## config.mk

```make
export PLATFORM = sky130hd
export DESIGN_NAME = pipe_stage_skid
export DESIGN_NICKNAME = d
export VERILOG_FILES = /design/src/rtl/pipe_stage_skid_pkg.sv /design/src/rtl/pipe_stage_skid.sv
export SDC_FILE = /design/constraint.sdc
export NUM_CORES = 1
export LEC_CHECK = 0
export CAP_MARGIN = 20
export CELL_PAD_IN_SITES_DETAIL_PLACEMENT = 2
export CELL_PAD_IN_SITES_GLOBAL_PLACEMENT = 2
export CORE_UTILIZATION = 30
export DETAILED_ROUTE_END_ITERATION = 10
export MAX_ROUTING_LAYER = met4
export PLACE_DENSITY = 0.86
export SYNTH_ARGS = -nofsm -noshare
export SYNTH_HDL_FRONTEND = slang
export SYNTH_SLANG_ARGS = --single-unit
export TNS_END_PERCENT = 1
```

## constraint.sdc

```tcl
create_clock -name clk -period 4.1 [get_ports clk]
set_clock_uncertainty 0.2 [all_clocks]
set_input_delay 0.615 -clock clk [delete_from_list [all_inputs] [get_ports clk]]
set_output_delay 0.615 -clock clk [all_outputs]
set_load 0.02 [all_outputs]
```

## src/rtl/pipe_stage_skid_pkg.sv

```systemverilog
// Shared definitions for the elastic MIPS pipeline-stage registers.
// Other pipeline registers import this for the state type and default widths.
package pipe_pkg;

   // Stage occupancy state; the encoding equals the number of held entries.
   typedef enum logic [1:0] {
      StEmpty = 2'd0,
      StOne   = 2'd1,
      StTwo   = 2'd2
   } pipe_state_e;

   // sll $0,$0,0
   localparam logic [31:0] MIPS_NOP = 32'h0000_0000;

   localparam int unsigned DEFAULT_INSTR_W = 32;
   localparam int unsigned DEFAULT_ADDR_W  = 32;

endpackage

```

## src/rtl/pipe_stage_skid.sv

```systemverilog
// Elastic pipeline-stage register with a 2-entry skid buffer.
// The main entry drives the outputs directly; the skid entry catches the beat accepted while
// downstream stalls, so in_ready depends only on local state and never on out_ready.
// Optional feature macro: PIPE_STAGE_BUBBLE_EN -- when defined, flush leaves a NOP bubble that
// keeps the incoming PC instead of emptying the stage.
module pipe_stage_skid
   import pipe_pkg::*;
#(
   parameter int unsigned          INSTR_W   = DEFAULT_INSTR_W,
   parameter int unsigned          ADDR_W    = DEFAULT_ADDR_W,
   parameter logic [INSTR_W-1:0]   NOP_INSTR = INSTR_W'(MIPS_NOP)
) (
   input  logic               clk,
   input  logic               rst,
   input  logic               in_valid,
   output logic               in_ready,
   input  logic [INSTR_W-1:0] in_instr,
   input  logic [ADDR_W-1:0]  in_addr,
   input  logic               flush,
   output logic               out_valid,
   input  logic               out_ready,
   output logic [INSTR_W-1:0] out_instr,
   output logic [ADDR_W-1:0]  out_addr,
   output logic [1:0]         occupancy
);

   pipe_state_e        state_q, state_d;
   logic               in_ready_q, in_ready_d;
   logic [INSTR_W-1:0] main_instr_q, main_instr_d;
   logic [ADDR_W-1:0]  main_addr_q, main_addr_d;
   logic [INSTR_W-1:0] skid_instr_q, skid_instr_d;
   logic [ADDR_W-1:0]  skid_addr_q, skid_addr_d;
   logic               accept, drain;

   assign out_valid = (state_q != StEmpty);
   assign in_ready  = in_ready_q;
   assign out_instr = main_instr_q;
   assign out_addr  = main_addr_q;
   assign occupancy = state_q;

   assign accept = in_valid & in_ready_q;
   assign drain  = out_valid & out_ready;

   // Next-state and entry updates; flush overrides every handshake in its cycle.
   always_comb begin
      state_d      = state_q;
      main_instr_d = main_instr_q;
      main_addr_d  = main_addr_q;
      skid_instr_d = skid_instr_q;
      skid_addr_d  = skid_addr_q;
      if (flush) begin
`ifdef PIPE_STAGE_BUBBLE_EN
         state_d      = StOne;
         main_instr_d = NOP_INSTR;
         main_addr_d  = in_addr;
`else
         state_d      = StEmpty;
         main_instr_d = '0;
         main_addr_d  = '0;
`endif
         skid_instr_d = '0;
         skid_addr_d  = '0;
      end else begin
         unique case (state_q)
            StEmpty: begin
               if (accept) begin
                  state_d      = StOne;
                  main_instr_d = in_instr;
                  main_addr_d  = in_addr;
               end
            end
            StOne: begin
               if (accept && drain) begin
                  main_instr_d = in_instr;
                  main_addr_d  = in_addr;
               end else if (accept) begin
                  // Downstream stalled: park the new beat behind the one on display.
                  state_d      = StTwo;
                  skid_instr_d = in_instr;
                  skid_addr_d  = in_addr;
               end else if (drain) begin
                  state_d = StEmpty;
               end
            end
            StTwo: begin
               if (drain) begin
                  state_d      = StOne;
                  main_instr_d = skid_instr_q;
                  main_addr_d  = skid_addr_q;
               end
            end
            default: state_d = StEmpty;
         endcase
      end
   end

   // Ready is registered from the next state so it never depends on out_ready.
   always_comb begin
      in_ready_d = (state_d != StTwo);
   end

   // State and entry registers; reset drops anything held.
   always_ff @(posedge clk or posedge rst) begin
      if (rst) begin
         state_q      <= StEmpty;
         in_ready_q   <= 1'b0;
         main_instr_q <= '0;
         main_addr_q  <= '0;
         skid_instr_q <= '0;
         skid_addr_q  <= '0;
      end else begin
         state_q      <= state_d;
         in_ready_q   <= in_ready_d;
         main_instr_q <= main_instr_d;
         main_addr_q  <= main_addr_d;
         skid_instr_q <= skid_instr_d;
         skid_addr_q  <= skid_addr_d;
      end
   end

endmodule

```

After elaboration in Yosys (flattened, before gate mapping)
Cells that the tools add are included.
{ "word_totals": {"regBits": 131, "in_bits": 69, "output_inout_bits": 68, "elab_cells": 46} }
{ "classes": {"n_eq_ne": 7, "mux": 23, "n_bitwise": 2, "reduce_logical": 8} }
{ "ops": {"columns": ["op", "n"], "rows": [
  ["$mux 32", 14],
  ["$pmux 32 s3", 2],
  ["$mux 2", 6],
  ["$ne 3x3->1 const B", 3],
  ["$pmux 2 s3", 1],
  ["$reduce_bool 2->1", 3],
  ["$ne 2x2->1 const B", 2],
  ["$reduce_and 4->1", 1],
  ["$reduce_bool 4->1", 1],
  ["$reduce_and 3->1", 1],
  ["$and 1x1->1", 2],
  ["$eq 2x1->1 const B", 1],
  ["$eq 2x2->1 const B", 1],
  ["$logic_not 2->1", 1],
  ["$logic_and 1x1->1", 1]
]} }

Depth between registers and ports, before layout
Gate-level depths: netlist (run 1).
{ "depth": {"ltp_word": 8, "ltp_mapped": 9, "depth_no_buf": 6} }

Least setup slack after synthesis (run 1)
OpenSTA, ideal clock, no wires.
{ "synth_timing": {"kind": "register to register", "start": "register state_q[0], in the netlist occupancy[0]", "end": "register main_addr_q[28], in the netlist out_addr[28]", "setup_ns": 0.151, "t_arrival_ns": 2.020, "t_required_ns": 3.749, "slack_ns": 1.729, "path_stages_with_launch": 10, "path_buffers": 3, "period_less_slack_ns": 2.371, "cell_sequence": "dfrtp_1 -> inv_1 -> ha_1 -> nand2b_1 -> buf_6 -> a211o_1 -> buf_4 -> buf_6 -> a221oi_2 -> a211oi_2"} }
{ "synth_via": {"elab_chain_len": 5, "elab_cells_between_ends": 13, "classes_between": "5 x eq/ne; 2 x mux; 1 x bitwise; 5 x reduce/logical"} }
{ "synth_lines": {"columns": ["item", "line", "text"], "rows": [
  ["from (decl)", "pipe_stage_skid.sv:27", "pipe_state_e state_q, state_d;"],
  ["from (signal assigned)", "pipe_stage_skid.sv:105", "state_q <= StEmpty;"],
  ["from (signal assigned)", "pipe_stage_skid.sv:112", "state_q <= state_d;"],
  ["$reduce_bool 2->1", "pipe_stage_skid.sv:35", "assign out_valid = (state_q != StEmpty);"],
  ["$and 1x1->1", "pipe_stage_skid.sv:42", "assign drain = out_valid & out_ready;"],
  ["$logic_and 1x1->1", "pipe_stage_skid.sv:73", "if (accept && drain) begin"],
  ["$ne 3x3->1 (no line)", null, null],
  ["$reduce_and 4->1 (no line)", null, null],
  ["to (signal assigned)", "pipe_stage_skid.sv:115", "main_addr_q <= main_addr_d;"],
  ["to (decl)", "pipe_stage_skid.sv:30", "logic [ADDR_W-1:0] main_addr_q, main_addr_d;"]
]} }
Parallel ways exist; a longest one is shown, timed or not.
A chain may end at the register's enable or synchronous reset.

Worst setup path in the final report (run 1)
{ "layout_timing": {"start": "register state_q[0], in the netlist occupancy[0]", "end": "register main_addr_q[20], in the netlist out_addr[20]"} }
The elaborated chain is that of the path after synthesis.

==> results of run 1 <==
-- cells by family after synthesis --
logic type      after synthesis
xor+xnor                      1
buf+inv                      76
fa+ha+maj                     4
simple gates                267
compound gates              202
flops                       131
-- power groups by stage --
stage | sequential [W] | combinational (W) | clock [W]
2_1_floorplan | 0.00187 | 0.000954 | 0
3_5_place_dp | 0.00170 | 0.00182 | 0
6_report | 0.00167 | 0.00181 | 0.00145
5_1_grt | 0.00170 | 0.00194 | 0.00155
4_1_cts | 0.00168 | 0.00183 | 0.00150
3_3_place_gp | 0.00169 | 0.00176 | 0
-- worst min-delay path by stage --
stage / cells after the start / slack, ns / to
2_1_floorplan: 2 / 0.30 / skid_instr_q[11]$_DFFE_PP0P_
3_3_place_gp: 2 / 0.31 / skid_instr_q[12]$_DFFE_PP0P_
3_5_place_dp: 2 / 0.33 / skid_instr_q[13]$_DFFE_PP0P_
4_1_cts: 2 / 0.34 / skid_instr_q[11]$_DFFE_PP0P_
5_1_grt: 2 / 0.35 / skid_instr_q[11]$_DFFE_PP0P_
6_report: 2 / 0.33 / skid_instr_q[11]$_DFFE_PP0P_
-- cell usage after synthesis, types with 2 or more instances --
cell type / number / area (um^2)
a211o_1: 2 / 17.5
a211oi_1: 4 / 30.0
a211oi_2: 60 / 751
a21oi_1: 64 / 320
a221oi_1: 4 / 35.0
a221oi_2: 60 / 901
a31oi_1: 2 / 12.5
buf_2: 18 / 90.1
buf_4: 2 / 15.0
buf_6: 14 / 158
clkbuf_1: 35 / 131
dfrtp_1: 131 / 3280
ha_1: 4 / 50.1
inv_1: 6 / 22.5
nand2_1: 130 / 488
nand2b_1: 2 / 12.5
nand3_1: 2 / 10.0
nor2_1: 65 / 244
nor2b_1: 64 / 400
o21ai_0: 2 / 10.0
-- metal layers --
layer / vias up / track usage
met5: - / -
met1: 2939 / 0.226
met3: 12 / 0.0418
li1: 2600 / -
met4: 0 / 0.0425
met2: 90 / 0.333
-- sequential cells by signal (all words and copies together) (netlist names) --
name	cells
occupancy	2
in_ready	1
skid_instr_q	32
skid_addr_q	32
out_instr	32
out_addr	32
-- layout by cell type (no fill, tap or decap), types with 8 or more instances in the layout --
cell / count
nor2_1: 65
nand2_1: 130
buf_4: 8
nor2b_1: 64
clkbuf_16: 17
a21oi_1: 64
a211oi_2: 60
clkdlybuf4s50_1: 135
a221oi_2: 60
dfrtp_1: 131
-- critical path: stages, from the launching register on --
cell      delay (ns)
dfrtp_1         0.47
inv_1           0.15
ha_1            0.30
nand2b_1        0.31
a211o_4         0.55
buf_16          0.29
buf_4           0.22
a221oi_2        0.29
a211oi_2        0.08
-- per-stage QoR --
step	util	hold WS, ns	total power (W)
2_1_floorplan	-	0.302	0.00282
3_3_place_gp	0.375	0.311	0.00345
5_1_grt	0.401	0.353	0.00518
6_report	0.401	0.333	0.00493
3_5_place_dp	0.375	0.325	0.00352
4_1_cts	0.400	0.338	0.00500
-- layout make-up --
| type | count | area, um^2 |
|---|---|---|
| clock inverters | 10 | 83.8 |
| well taps | 313 | 392 |
| flip-flops and latches | 131 | 3280 |
| clock buffers | 21 | 470 |
| repair buffers | 148 | 1510 |
| inverters | 6 | 26.3 |
| fillers | 2450 | 13700 |
| multi-input cells | 474 | 3400 |
==> impl_metrics.toml, run 1 <==
[setup_path]
r2r_slack_ns = 1.03
cp-start-kind = "register"
crit_arrival_ns = 3.13
r2r_start = "occupancy[0]$_DFF_PP0_"
r2r-end = "out_addr[20]$_DFFE_PP0P_"
required_ns = 4.16
worstSetupPathType = "register to register"
r2r_cells = 8
critPathMaxFanout = 37
crit_start = "occupancy[0]$_DFF_PP0_"
endpoint = "out_addr[20]$_DFFE_PP0P_"
end_kind = "register"

[pwr]
p_leak_nw = 3.46
pwr-share-comb = 0.367
switchingPower_w = 0.00177
p_sw_frac = 0.358
power.internal_w = 0.00316
power_frac_clock = 0.294
ir_drop_v = 0.000238
powerDensity_mw_per_mm2 = 538
seqPwrFrac = 0.339

[synthesis]
async_flop_share = 1.00
syn_nets = 754
synthCells = 681
ys.flop_type = "dfrtp_1"
synth_edf_count = 0
seq_area_frac_synth = 0.464
syn-cell-area_mm2 = 0.00706
ys_seq_elements = 131
synth_compound_area_frac = 0.301
synth_xor_area_frac = 0.00124
avgSynthCellArea_um2 = 10.4
synth_top_family_by_area = "compound AO/OA/AOI/OAI gates"
synthAdderAreaFrac = 0.00709
synthSimpleGateAreaFrac = 0.167
synth_mux_area_frac = 0
ys_types = 30
yosysWarnings = 0

[floorplan]
initial_utilization = 0.309
die_area_mm2 = 0.0242
die_width_um = 155
die_h_um = 155
ioPinCount = 137
coreArea_mm2 = 0.0228
core.rowCount = 55

[finish]
drive_gt1_frac = 0.216
design_area_mm2 = 0.00916
antenna_cells = 0
area_growth_pct = 29.7
fin_nets = 851
fin_cells = 1103

[timing]
finalSetupViolCount = 0
fin_crit_ns = 3.07
max-slew-margin-rel = 0.415
tightest_slew_ns = 0.878
fin_crit_sh = 0.748
tns_ns = 0
drv_slew = 0
finalHoldViolCount = 0
rsz0062_at_grt = "false"
clock.fmax_ghz = 0.326
postLayoutSetupSlackWorst_ns = 1.03

[routing]
route.detailed.drc = 0
wl_per_cell_um = 19.7
vias_per_cell = 5.11
wl_met1_um = 9600
drt_iter0_markers = 164
wl_met2_um = 11300
top_layer = "met4"
vias = 5641
wl_met3_um = 625
ant_nets = 0
drt_wl_total_um = 21700
first_pass_iters = 4

[global_route]
grt_use_total = 0.192
grt_pass1_vias = 6307
grt_pass1_wl_um = 34700
overflow = 0
antenna_found_initial = 0
grt_max_degree = 132

[place]
place_inst = 1071
io_buffers = 136
hpwl_um = 12800
place_area_mm2 = 0.00858
pre_cts_ws_ns = 0.774
gp_congestion = 0.738

[min_path]
hold_path.class = "register to register"
worstHoldStart = "skid_instr_q[11]$_DFFE_PP0P_"

[clocking]
holdBufCountCts = 0
cts_max_level = 4
path_clk_slew_ns = 0.06
cts_resized = 0
cts_sinks = 131
ctsRootBufferMaster = "clkbuf_16"
cts_buffers = 17
clock_latency_ns = 0.41
post_cts_buffers = 0
cts.path.max_buffers = 2
cts_tree = "yes"

[job]
max_cap_viol_count = 0

[outcome]
status = "complete, no violations"
Power figures use the tool's default switching activity.
==> inputs of run 2 (changes only) <==
- clock period: 4.1 -> 2.8 ns (I/O delays scaled with it)
==> run 2 against run 1 <==
Final area rose by 2.1%; non-clock buffer count grew 1; largest power group unchanged; routed wire length is 1.3% lower; critical endpoint is now out_valid; global-route usage increased by 0.16 points.
==> impl_metrics.toml, run 2 (synthesis results as in run 1) <==
[timing]
finalSetupViolCount = 0
max-slew-margin-rel = 0.435
clock.fmax_ghz = 0.381
tns_ns = 0
rsz0062_at_grt = "false"
drv_slew = 0
fin_crit_ns = 2.62
fin_crit_sh = 0.937
tightest_slew_ns = 0.847
finalHoldViolCount = 0
postLayoutSetupSlackWorst_ns = 0.177

[finish]
design_area_mm2 = 0.00935
drive_gt1_frac = 0.218
antenna_cells = 0
area_growth_pct = 32.5
mostFrequentLayoutCell = "clkdlybuf4s50_1"
layout_common_cells = "135 x clkdlybuf4s50_1, 131 x dfrtp_1, 130 x nand2_1"
fin_nets = 852

[setup_path]
crit_cells = 4
critPathSlowestCell = "clkdlybuf4s50_1"
r2r_cells = 7
cp-start-kind = "register"
end_kind = "output pin"
crit_chain = "inv_1 -> ha_1 -> inv_1 -> clkdlybuf4s50_1"
critPathMaxFanout = 6
worstSetupPathType = "register to output pin"
crit_start = "occupancy[0]$_DFF_PP0_"
critPathTopFamily = "buffers and inverters"
crit_arrival_ns = 2.00
endpoint = "out_valid"
cpPeakStageDelay_ns = 0.60
cp_common_cell = "inv_1"
r2r_start = "occupancy[0]$_DFF_PP0_"
r2r-end = "out_instr[14]$_DFFE_PP0P_"
required_ns = 2.18
path_buf_inv = 3
r2r_slack_ns = 0.19

[clocking]
cts_tree = "yes"
holdBufCountCts = 0
cts_max_level = 4
post_cts_buffers = 0
ctsRootBufferMaster = "clkbuf_16"
cts_buffers = 17
path_clk_slew_ns = 0.06
cts.path.max_buffers = 2
cts_sinks = 131
clock_latency_ns = 0.42
cts_resized = 0

[floorplan]
die_width_um = 155
ioPinCount = 137
die_area_mm2 = 0.0242
core.rowCount = 55
die_h_um = 155
coreArea_mm2 = 0.0228
initial_utilization = 0.309

[outcome]
status = "complete, no violations"

[place]
io_buffers = 136
hpwl_um = 13000
gp_congestion = 0.753
place_area_mm2 = 0.00870
pre_cts_ws_ns = 0.160

[global_route]
overflow = 0
antenna_found_initial = 0
grt_use_total = 0.193
grt_pass1_vias = 6244
grt_pass1_wl_um = 35100
grt_max_degree = 129

[pwr]
power.total_w = 0.00763
p_leak_nw = 3.54
ir_drop_v = 0.000386
powerDensity_mw_per_mm2 = 816

[min_path]
hold_path.class = "input port to register"
worstHoldStart = "flush"

[routing]
route.detailed.drc = 0
ant_nets = 0
vias_per_cell = 5.09
drt_wl_total_um = 21400
drt_iter0_markers = 193
wl_per_cell_um = 19.4
first_pass_iters = 4
vias = 5620

[job]
max_cap_viol_count = 0
==> run 2: cell count changes in the layout (fill, tap and decap cells not counted) <==
cell / previous run / this run
clkbuf_8: 3 / 1
clkinv_2: 6 / 3
clkinv_4: 1 / 2
buf_4: 8 / 1
buf_16: 1 / 0
inv_6: 0 / 1
buf_12: 3 / 12
bufinv_16: 1 / 5
==> run 2: final cells by class <==
class / count / area [um^2]
repair buffers: 149 / 1610
clock buffers: 19 / 443
multi-input cells: 474 / 3400
flip-flops and latches: 131 / 3280
well taps: 313 / 392
fillers: 2434 / 13500
inverters: 6 / 26.3
clock inverters: 13 / 206
==> run 2: how the worst min path moves through the flow <==
stage,to,cells past startpoint
2_1_floorplan,skid_instr_q[11]$_DFFE_PP0P_,2
3_3_place_gp,skid_instr_q[12]$_DFFE_PP0P_,2
3_5_place_dp,skid_instr_q[13]$_DFFE_PP0P_,2
4_1_cts,occupancy[0]$_DFF_PP0_,3
5_1_grt,occupancy[0]$_DFF_PP0_,3
6_report,occupancy[0]$_DFF_PP0_,3
==> run 2: worst register-to-register path, delay by kind of cell, from the launching register on <==
| family | cells | cell delay, ns |
|---|---|---|
| buf+inv | 2 | 0.35 |
| fa+ha+maj | 1 | 0.29 |
| compound gates | 3 | 0.85 |
| flops | 1 | 0.46 |
| simple gates | 1 | 0.30 |
==> run 2: metal layers <==
metal | vias up | GRT usage | share of wire
met5 | - | - | 0
met4 | 0 | 0.0523 | 0.011
met3 | 15 | 0.0373 | 0.033
met2 | 102 | 0.336 | 0.52
met1 | 2903 | 0.227 | 0.43
li1 | 2600 | - | -
==> run 2: through the flow <==
step	std cells	hold slack [ns]	util
floorplan	681	0.302	-
CTS	1105	0.0624	0.409
global route	1105	0.0707	0.409
finish	1105	0.0790	0.409
detailed placement	1073	0.328	0.381
global placement	1073	0.315	0.381
==> run 2: power by group <==
group | internal [W] | switching, W | leakage (nW)
Clock | 0.00161 | 0.000901 | 0.313
Combinational | 0.00117 | 0.00150 | 1.46
Sequential | 0.00222 | 0.000232 | 1.76
Total | 0.00499 | 0.00264 | 3.54
==> inputs of run 3 (changes only) <==
==> constraint.sdc (replaced) <==
create_clock -name clk -period 2.8 [get_ports clk]
set_clock_uncertainty 0.2 [all_clocks]
set_input_delay 0.56 -clock clk [delete_from_list [all_inputs] [get_ports clk]]
set_output_delay 0.56 -clock clk [all_outputs]
set_load 0.02 [all_outputs]
==> run 3 against run 2 <==
Routed wire length is 0.74% lower; clock power down 6%; via count is essentially flat; largest power group unchanged.
==> impl_metrics.toml, run 3 (synthesis results as in run 1) <==
[outcome]
status = "complete, no violations"

[clocking]
cts_sinks = 131
cts_max_level = 4
post_cts_buffers = 0
cts_tree = "yes"
ctsRootBufferMaster = "clkbuf_16"
path_clk_slew_ns = 0.06
cts_buffers = 17
holdBufCountCts = 0
cts.path.max_buffers = 2
clock_latency_ns = 0.41

[finish]
fin_nets = 853
antenna_cells = 0
layout_common_cells = "134 x clkdlybuf4s50_1, 131 x dfrtp_1, 130 x nand2_1"
fin_cells = 1103
drive_gt1_frac = 0.215
mostFrequentLayoutCell = "clkdlybuf4s50_1"
area_growth_pct = 32.0

[setup_path]
end_kind = "register"
worstSetupPathType = "register to register"
critPathMaxFanout = 44
r2r_cells = 7
required_ns = 2.85
crit_arrival_ns = 2.59
cp-start-kind = "register"

[timing]
clock.fmax_ghz = 0.394
drv_slew = 0
max-slew-margin-rel = 0.475
tns_ns = 0
fin_crit_ns = 2.54
finalHoldViolCount = 0
fin_crit_sh = 0.907
finalSetupViolCount = 0
tightest_slew_ns = 0.788
rsz0062_at_grt = "false"

[routing]
first_pass_iters = 4
vias_per_cell = 5.09
route.detailed.drc = 0
wl_per_cell_um = 19.3
drt_wl_total_um = 21300
drt_iter0_markers = 182
ant_nets = 0
vias = 5619

[pwr]
p_leak_nw = 3.54
power.internal_w = 0.00493
switchingPower_w = 0.00256
seqPwrFrac = 0.327
p_sw_frac = 0.342
powerDensity_mw_per_mm2 = 804
power_frac_clock = 0.314
ir_drop_v = 0.000341
pwr-share-comb = 0.359

[place]
hpwl_um = 12800
place_inst = 1074
gp_congestion = 0.768
io_buffers = 136

[global_route]
antenna_found_initial = 0
grt_use_total = 0.190
grt_pass1_vias = 6214
grt_pass1_wl_um = 34600
grt_max_degree = 129
overflow = 0

[floorplan]
die_area_mm2 = 0.0242
ioPinCount = 137
die_width_um = 155
core.rowCount = 55
coreArea_mm2 = 0.0228
initial_utilization = 0.309
die_h_um = 155

[min_path]
holdPathStages = 3
hold_path.class = "input port to register"

[job]
max_cap_viol_count = 0
run 3: layout make-up:
class,instances,area (um^2)
clock buffer,25,515
clock inverter,4,95.1
fill,2419,13500
inverter,6,26.3
multi-input combinational,474,3400
sequential,131,3280
tap,313,392
timing repair buffer,150,1620
run 3: path summary, 6_finish.rpt:
check	from	to	slack, ns
setup / recovery	occupancy[0]$_DFF_PP0_	out_addr[29]$_DFFE_PP0P_	0.26
hold / removal	flush	occupancy[0]$_DFF_PP0_	0.22
setup reg to reg	occupancy[0]$_DFF_PP0_	out_addr[29]$_DFFE_PP0P_	0.26
hold reg to reg	skid_instr_q[13]$_DFFE_PP0P_	skid_instr_q[13]$_DFFE_PP0P_	0.33
max in group asynchronous	rst	out_addr[3]$_DFFE_PP0P_	1.58
min in group asynchronous	rst	out_instr[9]$_DFFE_PP0P_	0.43
run 3: worst max-delay path, cell delays in order (launching register included):
cell	delay (ns)
dfrtp_1	0.45
inv_1	0.14
ha_1	0.30
nand2b_1	0.19
a211o_4	0.43
buf_12	0.23
a221oi_2	0.31
a211oi_2	0.09
run 3: what timing repair did:
| action | 4_1_cts | 5_1_grt |
|---|---|---|
| endpoints found under the hold margin | 0 | 0 |
| endpoints found under the setup margin | 1 | 0 |
| gates resized for setup | 1 | 0 |
run 3: metal layers:
metal  part of all wire  vias up  global-route usage
met4              0.010        0              0.0532
met3              0.027       16              0.0329
met1               0.44     2913               0.229
li1                   -     2605                   -
met5                  0        -                   -
met2               0.52       85               0.324
run 3: power groups by stage:
stage               logic (W)  clock network, W  registers, W
floorplan             0.00140                 0       0.00274
global placement      0.00264                 0       0.00247
detailed placement    0.00272                 0       0.00249
CTS                   0.00273           0.00242       0.00246
global route          0.00289           0.00250       0.00249
finish                0.00269           0.00235       0.00245
run 3: metrics by stage:
| step | cell area (um^2) | power (W) | util | worst slack, ns | hold WS, ns |
|---|---|---|---|---|---|
| after CTS | 9320 | 0.00761 | 0.408 | 0.209 | 0.198 |
| after detailed placement | 8710 | 0.00521 | 0.381 | 0.0438 | 0.321 |
| after global routing | 9320 | 0.00787 | 0.408 | 0.0370 | 0.211 |
| after floorplan | 7060 | 0.00414 | - | 0.417 | 0.302 |
| final | 9320 | 0.00749 | 0.408 | 0.261 | 0.222 |
| after global placement | 8710 | 0.00511 | 0.381 | 0.116 | 0.315 |
